--- src/rtl/mem_port_arbiter_pkg.sv ---
// Shared types for the fetch/data memory port arbiter.
// Latency: none (types and constants only).
// Backpressure: not applicable.
package cpu_mem_pkg;

    typedef enum logic [1:0] {
        IDLE = 2'd0,
        BUSY = 2'd1,
        DONE = 2'd2
    } state_t;

    typedef enum logic {
        FETCH = 1'b0,
        DATA  = 1'b1
    } owner_t;

    typedef enum logic {
        RD = 1'b0,
        WR = 1'b1
    } op_t;

    // Read data handed back when the watchdog aborts an access.
    localparam logic [31:0] ERR_DATA_DEFAULT = 32'hDEADBEEF;

endpackage

--- src/rtl/mem_port_arbiter_if.sv ---
// CPU-side request/done signals and the single memory port, bundled.
// Latency: none (wiring only).
// Backpressure: mem_ready stalls the arbiter; cpu_stall holds the CPU.
interface mem_port_arbiter_if #(
    parameter int ADDR_W = 32,
    parameter int DATA_W = 32
);
    // Instruction-fetch path
    logic              if_req;
    logic [ADDR_W-1:0] if_addr;
    logic              if_done;
    logic [DATA_W-1:0] if_rdata;
    // Load/store path
    logic              d_rd;
    logic              d_wr;
    logic [ADDR_W-1:0] d_addr;
    logic [DATA_W-1:0] d_wdata;
    logic              d_done;
    logic [DATA_W-1:0] d_rdata;
    // Memory port
    logic [ADDR_W-1:0] mem_addr;
    logic [DATA_W-1:0] mem_wdata;
    logic              mem_rd;
    logic              mem_wr;
    logic              mem_ready;
    logic [DATA_W-1:0] mem_rdata;
    // Status
    logic              cpu_stall;
    logic              err_timeout;

    // Arbiter view
    modport slave (
        input  if_req, if_addr, d_rd, d_wr, d_addr, d_wdata, mem_ready, mem_rdata,
        output if_done, if_rdata, d_done, d_rdata, mem_addr, mem_wdata, mem_rd, mem_wr,
               cpu_stall, err_timeout
    );

    // CPU + memory view
    modport master (
        output if_req, if_addr, d_rd, d_wr, d_addr, d_wdata, mem_ready, mem_rdata,
        input  if_done, if_rdata, d_done, d_rdata, mem_addr, mem_wdata, mem_rd, mem_wr,
               cpu_stall, err_timeout
    );

endinterface

--- src/rtl/mem_port_arbiter_arb2_rr.sv ---
// Two-way round-robin pick; gnt_sel=1 selects requester 1.
// Latency: combinational.
// Backpressure: none; the caller decides when the pick is consumed.
module arb2_rr (
    input  logic req0,
    input  logic req1,
    input  logic last,
    output logic gnt_sel
);

    // Requester 1 wins when alone, or on a tie when requester 0 won last time.
    always_comb begin
        gnt_sel = 1'b0;
        if (req1 && (!req0 || !last)) begin
            gnt_sel = 1'b1;
        end
    end

endmodule

--- src/rtl/mem_port_arbiter.sv ---
// Shares one single-port memory between instruction fetch and load/store.
// Latency: grant edge -> BUSY (>=1 cycle, until mem_ready or watchdog) -> 1-cycle DONE pulse.
// Backpressure: mem_ready extends BUSY; cpu_stall holds the CPU until its done pulse.
module mem_port_arbiter
    import cpu_mem_pkg::*;
#(
    parameter int                ADDR_W   = 32,
    parameter int                DATA_W   = 32,
    parameter int                WAIT_MAX = 15,
    parameter logic [DATA_W-1:0] ERR_DATA = DATA_W'(ERR_DATA_DEFAULT)
) (
    input  logic                 clk,
    input  logic                 rst_n,
    mem_port_arbiter_if.slave    bus
);

    localparam int                CNT_W     = $clog2(WAIT_MAX + 1);
    localparam logic [CNT_W-1:0] WAIT_LAST = CNT_W'(WAIT_MAX - 1);

    state_t            r_state;
    state_t            w_state_nxt;
    owner_t            r_owner;
    owner_t            r_last_grant;
    owner_t            w_gnt_owner;
    op_t               r_op;
    op_t               w_gnt_op;
    logic [ADDR_W-1:0] r_addr_q;
    logic [ADDR_W-1:0] w_gnt_addr;
    logic [DATA_W-1:0] r_wdata_q;
    logic [DATA_W-1:0] r_rdata_q;
    logic [CNT_W-1:0]  r_wait_cnt;
    logic              r_err_timeout;

    logic w_f_pend;
    logic w_d_pend;
    logic w_gnt_sel;
    logic w_grant;
    logic w_timeout;
    logic w_busy;
    logic w_done;
    logic w_if_done;
    logic w_d_done;

    assign w_f_pend = bus.if_req;
    assign w_d_pend = bus.d_rd | bus.d_wr;

    arb2_rr u_arb (
        .req0    (w_f_pend),
        .req1    (w_d_pend),
        .last    (r_last_grant == DATA),
        .gnt_sel (w_gnt_sel)
    );

    // Winner's owner, operation and address; a store wins over a load if both are raised.
    always_comb begin
        w_gnt_owner = w_gnt_sel ? DATA : FETCH;
        w_gnt_op    = RD;
        w_gnt_addr  = bus.if_addr;
        if (w_gnt_owner == DATA) begin
            w_gnt_addr = bus.d_addr;
            if (bus.d_wr) begin
                w_gnt_op = WR;
            end
        end
    end

    // State register.
    always_ff @(posedge clk or negedge rst_n) begin
        if (!rst_n) begin
            r_state <= IDLE;
        end else begin
            r_state <= w_state_nxt;
        end
    end

    // Next state plus grant/abort events; DONE always returns to IDLE so requesters can retire.
    always_comb begin
        w_state_nxt = r_state;
        w_grant     = 1'b0;
        w_timeout   = 1'b0;
        case (r_state)
            IDLE: begin
                if (w_f_pend || w_d_pend) begin
                    w_grant     = 1'b1;
                    w_state_nxt = BUSY;
                end
            end
            BUSY: begin
                if (bus.mem_ready) begin
                    w_state_nxt = DONE;
                end else if (r_wait_cnt == WAIT_LAST) begin
                    w_timeout   = 1'b1;
                    w_state_nxt = DONE;
                end
            end
            DONE:    w_state_nxt = IDLE;
            default: w_state_nxt = IDLE;
        endcase
    end

    // Access context latched at grant, watchdog count, read data capture and sticky error.
    always_ff @(posedge clk or negedge rst_n) begin
        if (!rst_n) begin
            r_owner       <= FETCH;
            r_op          <= RD;
            r_addr_q      <= '0;
            r_wdata_q     <= '0;
            r_last_grant  <= FETCH;
            r_wait_cnt    <= '0;
            r_rdata_q     <= '0;
            r_err_timeout <= 1'b0;
        end else begin
            if (w_grant) begin
                r_owner      <= w_gnt_owner;
                r_op         <= w_gnt_op;
                r_addr_q     <= w_gnt_addr;
                r_wdata_q    <= (w_gnt_owner == DATA) ? bus.d_wdata : '0;
                r_last_grant <= w_gnt_owner;
                r_wait_cnt   <= '0;
            end
            if (r_state == BUSY) begin
                if (bus.mem_ready) begin
                    if (r_op == RD) begin
                        r_rdata_q <= bus.mem_rdata;
                    end
                end else if (w_timeout) begin
                    r_rdata_q     <= ERR_DATA;
                    r_err_timeout <= 1'b1;
                end else begin
                    r_wait_cnt <= r_wait_cnt + CNT_W'(1);
                end
            end
        end
    end

    // Outputs decode only from registers, so reset clears them without waiting for an edge.
    assign w_busy    = (r_state == BUSY);
    assign w_done    = (r_state == DONE);
    assign w_if_done = w_done & (r_owner == FETCH);
    assign w_d_done  = w_done & (r_owner == DATA);

    assign bus.mem_addr    = w_busy ? r_addr_q  : '0;
    assign bus.mem_wdata   = w_busy ? r_wdata_q : '0;
    assign bus.mem_rd      = w_busy & (r_op == RD);
    assign bus.mem_wr      = w_busy & (r_op == WR);
    assign bus.if_done     = w_if_done;
    assign bus.d_done      = w_d_done;
    assign bus.if_rdata    = w_if_done ? r_rdata_q : '0;
    assign bus.d_rdata     = w_d_done  ? r_rdata_q : '0;
    assign bus.err_timeout = r_err_timeout;
    assign bus.cpu_stall   = (bus.if_req & ~w_if_done) | ((bus.d_rd | bus.d_wr) & ~w_d_done);

endmodule

--- src/flat_wrapper.sv ---
// flat-port wrapper written by rule: the top's interface ports become plain ports
module mem_port_arbiter_flat import cpu_mem_pkg::*;
#(
    parameter int                ADDR_W   = 32,
    parameter int                DATA_W   = 32,
    parameter int                WAIT_MAX = 15,
    parameter logic [DATA_W-1:0] ERR_DATA = DATA_W'(ERR_DATA_DEFAULT)
)
  (clk, rst_n, bus_if_req, bus_if_addr, bus_d_rd, bus_d_wr, bus_d_addr, bus_d_wdata, bus_mem_ready, bus_mem_rdata, bus_if_done, bus_if_rdata, bus_d_done, bus_d_rdata, bus_mem_addr, bus_mem_wdata, bus_mem_rd, bus_mem_wr, bus_cpu_stall, bus_err_timeout);
  mem_port_arbiter_if #(.ADDR_W(ADDR_W), .DATA_W(DATA_W)) bus_i ();
  input  logic clk;
  input  logic rst_n;
  input wire logic [$bits(bus_i.if_req)-1:0] bus_if_req;
  input wire logic [$bits(bus_i.if_addr)-1:0] bus_if_addr;
  input wire logic [$bits(bus_i.d_rd)-1:0] bus_d_rd;
  input wire logic [$bits(bus_i.d_wr)-1:0] bus_d_wr;
  input wire logic [$bits(bus_i.d_addr)-1:0] bus_d_addr;
  input wire logic [$bits(bus_i.d_wdata)-1:0] bus_d_wdata;
  input wire logic [$bits(bus_i.mem_ready)-1:0] bus_mem_ready;
  input wire logic [$bits(bus_i.mem_rdata)-1:0] bus_mem_rdata;
  output wire logic [$bits(bus_i.if_done)-1:0] bus_if_done;
  output wire logic [$bits(bus_i.if_rdata)-1:0] bus_if_rdata;
  output wire logic [$bits(bus_i.d_done)-1:0] bus_d_done;
  output wire logic [$bits(bus_i.d_rdata)-1:0] bus_d_rdata;
  output wire logic [$bits(bus_i.mem_addr)-1:0] bus_mem_addr;
  output wire logic [$bits(bus_i.mem_wdata)-1:0] bus_mem_wdata;
  output wire logic [$bits(bus_i.mem_rd)-1:0] bus_mem_rd;
  output wire logic [$bits(bus_i.mem_wr)-1:0] bus_mem_wr;
  output wire logic [$bits(bus_i.cpu_stall)-1:0] bus_cpu_stall;
  output wire logic [$bits(bus_i.err_timeout)-1:0] bus_err_timeout;
  assign bus_i.if_req = bus_if_req;
  assign bus_i.if_addr = bus_if_addr;
  assign bus_i.d_rd = bus_d_rd;
  assign bus_i.d_wr = bus_d_wr;
  assign bus_i.d_addr = bus_d_addr;
  assign bus_i.d_wdata = bus_d_wdata;
  assign bus_i.mem_ready = bus_mem_ready;
  assign bus_i.mem_rdata = bus_mem_rdata;
  assign bus_if_done = bus_i.if_done;
  assign bus_if_rdata = bus_i.if_rdata;
  assign bus_d_done = bus_i.d_done;
  assign bus_d_rdata = bus_i.d_rdata;
  assign bus_mem_addr = bus_i.mem_addr;
  assign bus_mem_wdata = bus_i.mem_wdata;
  assign bus_mem_rd = bus_i.mem_rd;
  assign bus_mem_wr = bus_i.mem_wr;
  assign bus_cpu_stall = bus_i.cpu_stall;
  assign bus_err_timeout = bus_i.err_timeout;
  mem_port_arbiter #(.ADDR_W(ADDR_W), .DATA_W(DATA_W), .WAIT_MAX(WAIT_MAX), .ERR_DATA(ERR_DATA)) u_core (.clk(clk), .rst_n(rst_n), .bus(bus_i));
endmodule
--- config.mk ---
export PLATFORM = sky130hd
export DESIGN_NAME = mem_port_arbiter_flat
export DESIGN_NICKNAME = d
export VERILOG_FILES = /design/src/rtl/mem_port_arbiter_pkg.sv /design/src/rtl/mem_port_arbiter_if.sv /design/src/rtl/mem_port_arbiter_arb2_rr.sv /design/src/rtl/mem_port_arbiter.sv /design/src/flat_wrapper.sv
export SDC_FILE = /design/constraint.sdc
export NUM_CORES = 1
export LEC_CHECK = 0
export BUFFER_PORTS_ARGS = -buffer_cell sky130_fd_sc_hd__buf_2
export CAP_MARGIN = 0
export CORE_AREA = 2 2 128 93
export DETAILED_ROUTE_END_ITERATION = 7
export DIE_AREA = 0 0 130 95
export PLACE_DENSITY = 0.85
export SKIP_LAST_GASP = 1
export SLEW_MARGIN = 20
export SYNTH_ARGS = -nofsm -noshare
export SYNTH_HDL_FRONTEND = slang
export SYNTH_HIERARCHICAL = 1
export SYNTH_SLANG_ARGS = --single-unit
--- constraint.sdc ---
create_clock -name clk -period 5.2 [get_ports clk]
set_input_delay 0.52 -clock clk [delete_from_list [all_inputs] [get_ports clk]]
set_output_delay 0.52 -clock clk [all_outputs]
set_load 0.01 [all_outputs]
==> results.py <==
metrics = {
    "finish": {
        "nNetsFinal": 986,
        "area_growth_pct": 32.29,
        "n_antenna_cell": 0,
        "stdcell_count": 1012,
        "drive_gt1_frac": 0.3497,
        "postLayoutCellArea_mm2": 0.007213,
    },
    "clock_tree": {
        "cts_tree": "done",
        "clock_latency_ns": 0.34,
        "cts.hold.buffers_added": 0,
        "postCtsResizedCells": 0,
        "cts.sinks": 105,
        "path_clk_slew_ns": 0.07,
        "ctsHtreeMaxLevel": 3,
        "ctsLongestPathBuffers": 2,
        "cts_buffers": 9,
        "post_cts_buffers": 0,
        "root_buffer": "clkbuf_16",
    },
    "synthesis": {
        "yosysWarnings": 6,
        "syn-num-nets": 755,
        "yosysSeqAreaShare": 0.4819,
        "syn_avg_cell_area_um2": 8.809,
        "synth_common_cells": "138 x o21ai_0, 130 x and2_1, 105 x dfrtp_1, 50 x nor2_1, 44 x clkbuf_1",
        "synth_seq_cells": 105,
        "yosysMostFrequentCell": "o21ai_0",
        "synth_cells": 619,
        "synth_edf_count": 0,
        "yosysTopAreaCellShare": 0.4819,
        "ys.flop_type": "dfrtp_1",
        "ys_async_sr_fraction": 1.000,
        "yosysTopAreaCell": "dfrtp_1",
        "synth_area_mm2": 0.005453,
        "synth_cell_types": 31,
        "synth_area_leaders": "dfrtp_1 48%, and2_1 15%, o21ai_0 13%",
    },
    "setup_path": {
        "cpMaxStageDelayCell": "and3b_1",
        "critPathArrivalTime_ns": 2.01,
        "r2r_end": "u_core/r_addr_q[1]$_DFFE_PN0P_",
        "cp_max_fo": 34,
        "worstPathCellList": "and3b_1 -> and2_1 -> buf_2",
        "r2r_slack_ns": 2.88,
        "worstPathRequired_ns": 4.68,
        "worst_setup_path_end_kind": "output port",
        "rr_startpoint": "u_core/r_last_grant$_DFFE_PN0P_",
        "endpoint": "bus_d_rdata[10]",
        "start_kind": "flop",
        "critPathLaunch": "u_core/r_state[1]$_DFFE_PN0P_",
        "path_class": "reg -> out",
        "rr_worst_depth": 4,
        "crit_path_max_incr_delay_ns": 0.77,
    },
    "timing": {
        "skew_ns": 0.006501,
        "tns_ns": 0,
        "rsz0062_at_grt": "false",
        "hold_viol": 0,
        "tightestPinTransition_ns": 0.8986,
        "post-route-period-util": 0.4859,
        "slew_violations": 0,
        "setup_violations": 0,
        "fmax_mhz": 395.8,
        "period_needed_ns": 2.527,
        "relSlewSlack": 0.4009,
    },
    "routing": {
        "vias_per_cell": 5.083,
        "drtIter0Drc": 253,
        "routed_wl_um": 14180,
        "num_vias": 5144,
        "drc": 0,
        "firstDrtPassIters": 5,
        "wl_per_cell_um": 14.02,
        "ant_nets": 0,
    },
    "pwr": {
        "power_leakage_nw": 3.838,
        "vdd_ir_drop_max_mv": 0.3243,
        "power.density_mw_per_mm2": 524.6,
    },
    "floorplan": {
        "die_y_um": 95,
        "io_pins": 268,
        "start_util": 0.4837,
        "core-area_mm2": 0.01127,
        "fp.dieW_um": 130,
        "rows": 33,
        "die_area_mm2": 0.01235,
    },
    "status": {
        "status": "complete, no violations",
    },
    "place": {
        "post_dp_cell_area_mm2": 0.006835,
        "dp_cells": 995,
        "hpwl_um": 10080,
        "gp_congestion": 0.7945,
        "port_buffers": 267,
    },
    "grt": {
        "grt_pass1_wl_um": 22270,
        "antenna_found_initial": 0,
        "grt_use_total": 0.2299,
        "grt_pass1_vias": 4595,
        "overflow": 0,
        "grt_max_degree": 70,
    },
    "worst_hold_path": {
        "min_path_type": "in -> async",
    },
    "flow_run": {
        "cap_violations": 0,
    },
}
## worst min-delay path by stage
stage | startpoint | end | cells past startpoint
2_1_floorplan | rst_n | u_core/bus.err_timeout$_DFFE_PN0P_ | 0
3_3_place_gp | u_core/bus.err_timeout$_DFFE_PN0P_ | u_core/bus.err_timeout$_DFFE_PN0P_ | 1
3_5_place_dp | u_core/bus.err_timeout$_DFFE_PN0P_ | u_core/bus.err_timeout$_DFFE_PN0P_ | 1
4_1_cts | rst_n | u_core/r_addr_q[25]$_DFFE_PN0P_ | 1
5_1_grt | rst_n | u_core/r_wdata_q[28]$_DFFE_PN0P_ | 1
6_report | rst_n | u_core/r_wdata_q[28]$_DFFE_PN0P_ | 1
## layout by cell type (no fill, tap or decap), types with 2 or more instances in the layout
| cell type | synthesis | layout |
|---|---|---|
| bufinv_16 | 0 | 3 |
| buf_4 | 0 | 8 |
| mux2i_1 | 34 | 34 |
| nand3_1 | 8 | 8 |
| nand2b_1 | 2 | 2 |
| nand2_1 | 35 | 35 |
| clkbuf_16 | 0 | 9 |
| ha_1 | 2 | 2 |
| inv_1 | 11 | 11 |
| dfrtp_1 | 105 | 105 |
| nor2_1 | 50 | 50 |
| o21ai_0 | 138 | 138 |
| and2_1 | 130 | 130 |
| o21ai_1 | 4 | 4 |
| clkbuf_8 | 0 | 2 |
| o22ai_1 | 3 | 3 |
| buf_2 | 6 | 266 |
| a21oi_1 | 24 | 24 |
## critical path: cells and delay by family, from the launching register on
kind	cells	cell delay [ns]
and+or+nand+nor	2	1.00
DFF	1	0.53
buffers and inverters	1	0.13
## routing by layer
| layer | part of all wire | vias to the layer above | global-route usage |
|---|---|---|---|
| li1 | - | 2507 | - |
| met1 | 0.41 | 2423 | 0.2838 |
| met2 | 0.50 | 197 | 0.3979 |
| met3 | 0.072 | 17 | 0.06119 |
| met4 | 0.015 | 0 | 0.06720 |
| met5 | 0 | - | 0 |
## cell families (layout without fill, tap and decap cells)
| kind of cell | after synthesis | count (layout) | synth area share |
|---|---|---|---|
| buffers and inverters | 66 | 302 | 0.05255 |
| muxes | 35 | 35 | 0.06448 |
| adders and majority gates | 2 | 2 | 0.004589 |
| AOI/OAI and AO/OA | 172 | 172 | 0.1609 |
| and+or+nand+nor | 239 | 239 | 0.2357 |
| DFF | 105 | 105 | 0.4819 |
## area by class of cell
type	count	area, µm²
Multi-Input combinational cell	448	2581
Clock buffer	12	256.5
Fill cell	983	4059
Inverter	11	41.29
Tap cell	157	196.4
Timing Repair Buffer	275	1411
Sequential cell	105	2628
Clock inverter	4	98.84
## state kept, by name, summed over array words and instances (netlist names)
name	cells
u_core/r_op	1
u_core/r_rdata_q	32
u_core/bus.err_timeout	1
u_core/r_last_grant	1
u_core/r_wait_cnt	4
u_core/r_state	2
u_core/r_addr_q	32
u_core/r_wdata_q	32
## power by group
part           internal [mW]  switching [mW]  leakage (nW)
logic                  0.667           0.911          2.37
registers               1.21           0.217          1.29
clock network          0.498           0.282         0.173
total                   2.37            1.41          3.84
## metrics by stage
stage	util	worst slack (ns)	hold slack, ns	power [mW]
3_3_place_gp	0.6064	2.556	0.4454	2.947
4_1_cts	0.6379	2.488	0.1828	3.804
3_5_place_dp	0.6064	2.431	0.4507	3.011
2_1_floorplan	-	3.342	0.2244	2.421
5_1_grt	0.6399	2.468	0.2076	4.108
6_report	0.6399	2.673	0.1713	3.784
Power figures use the tool's default switching activity.
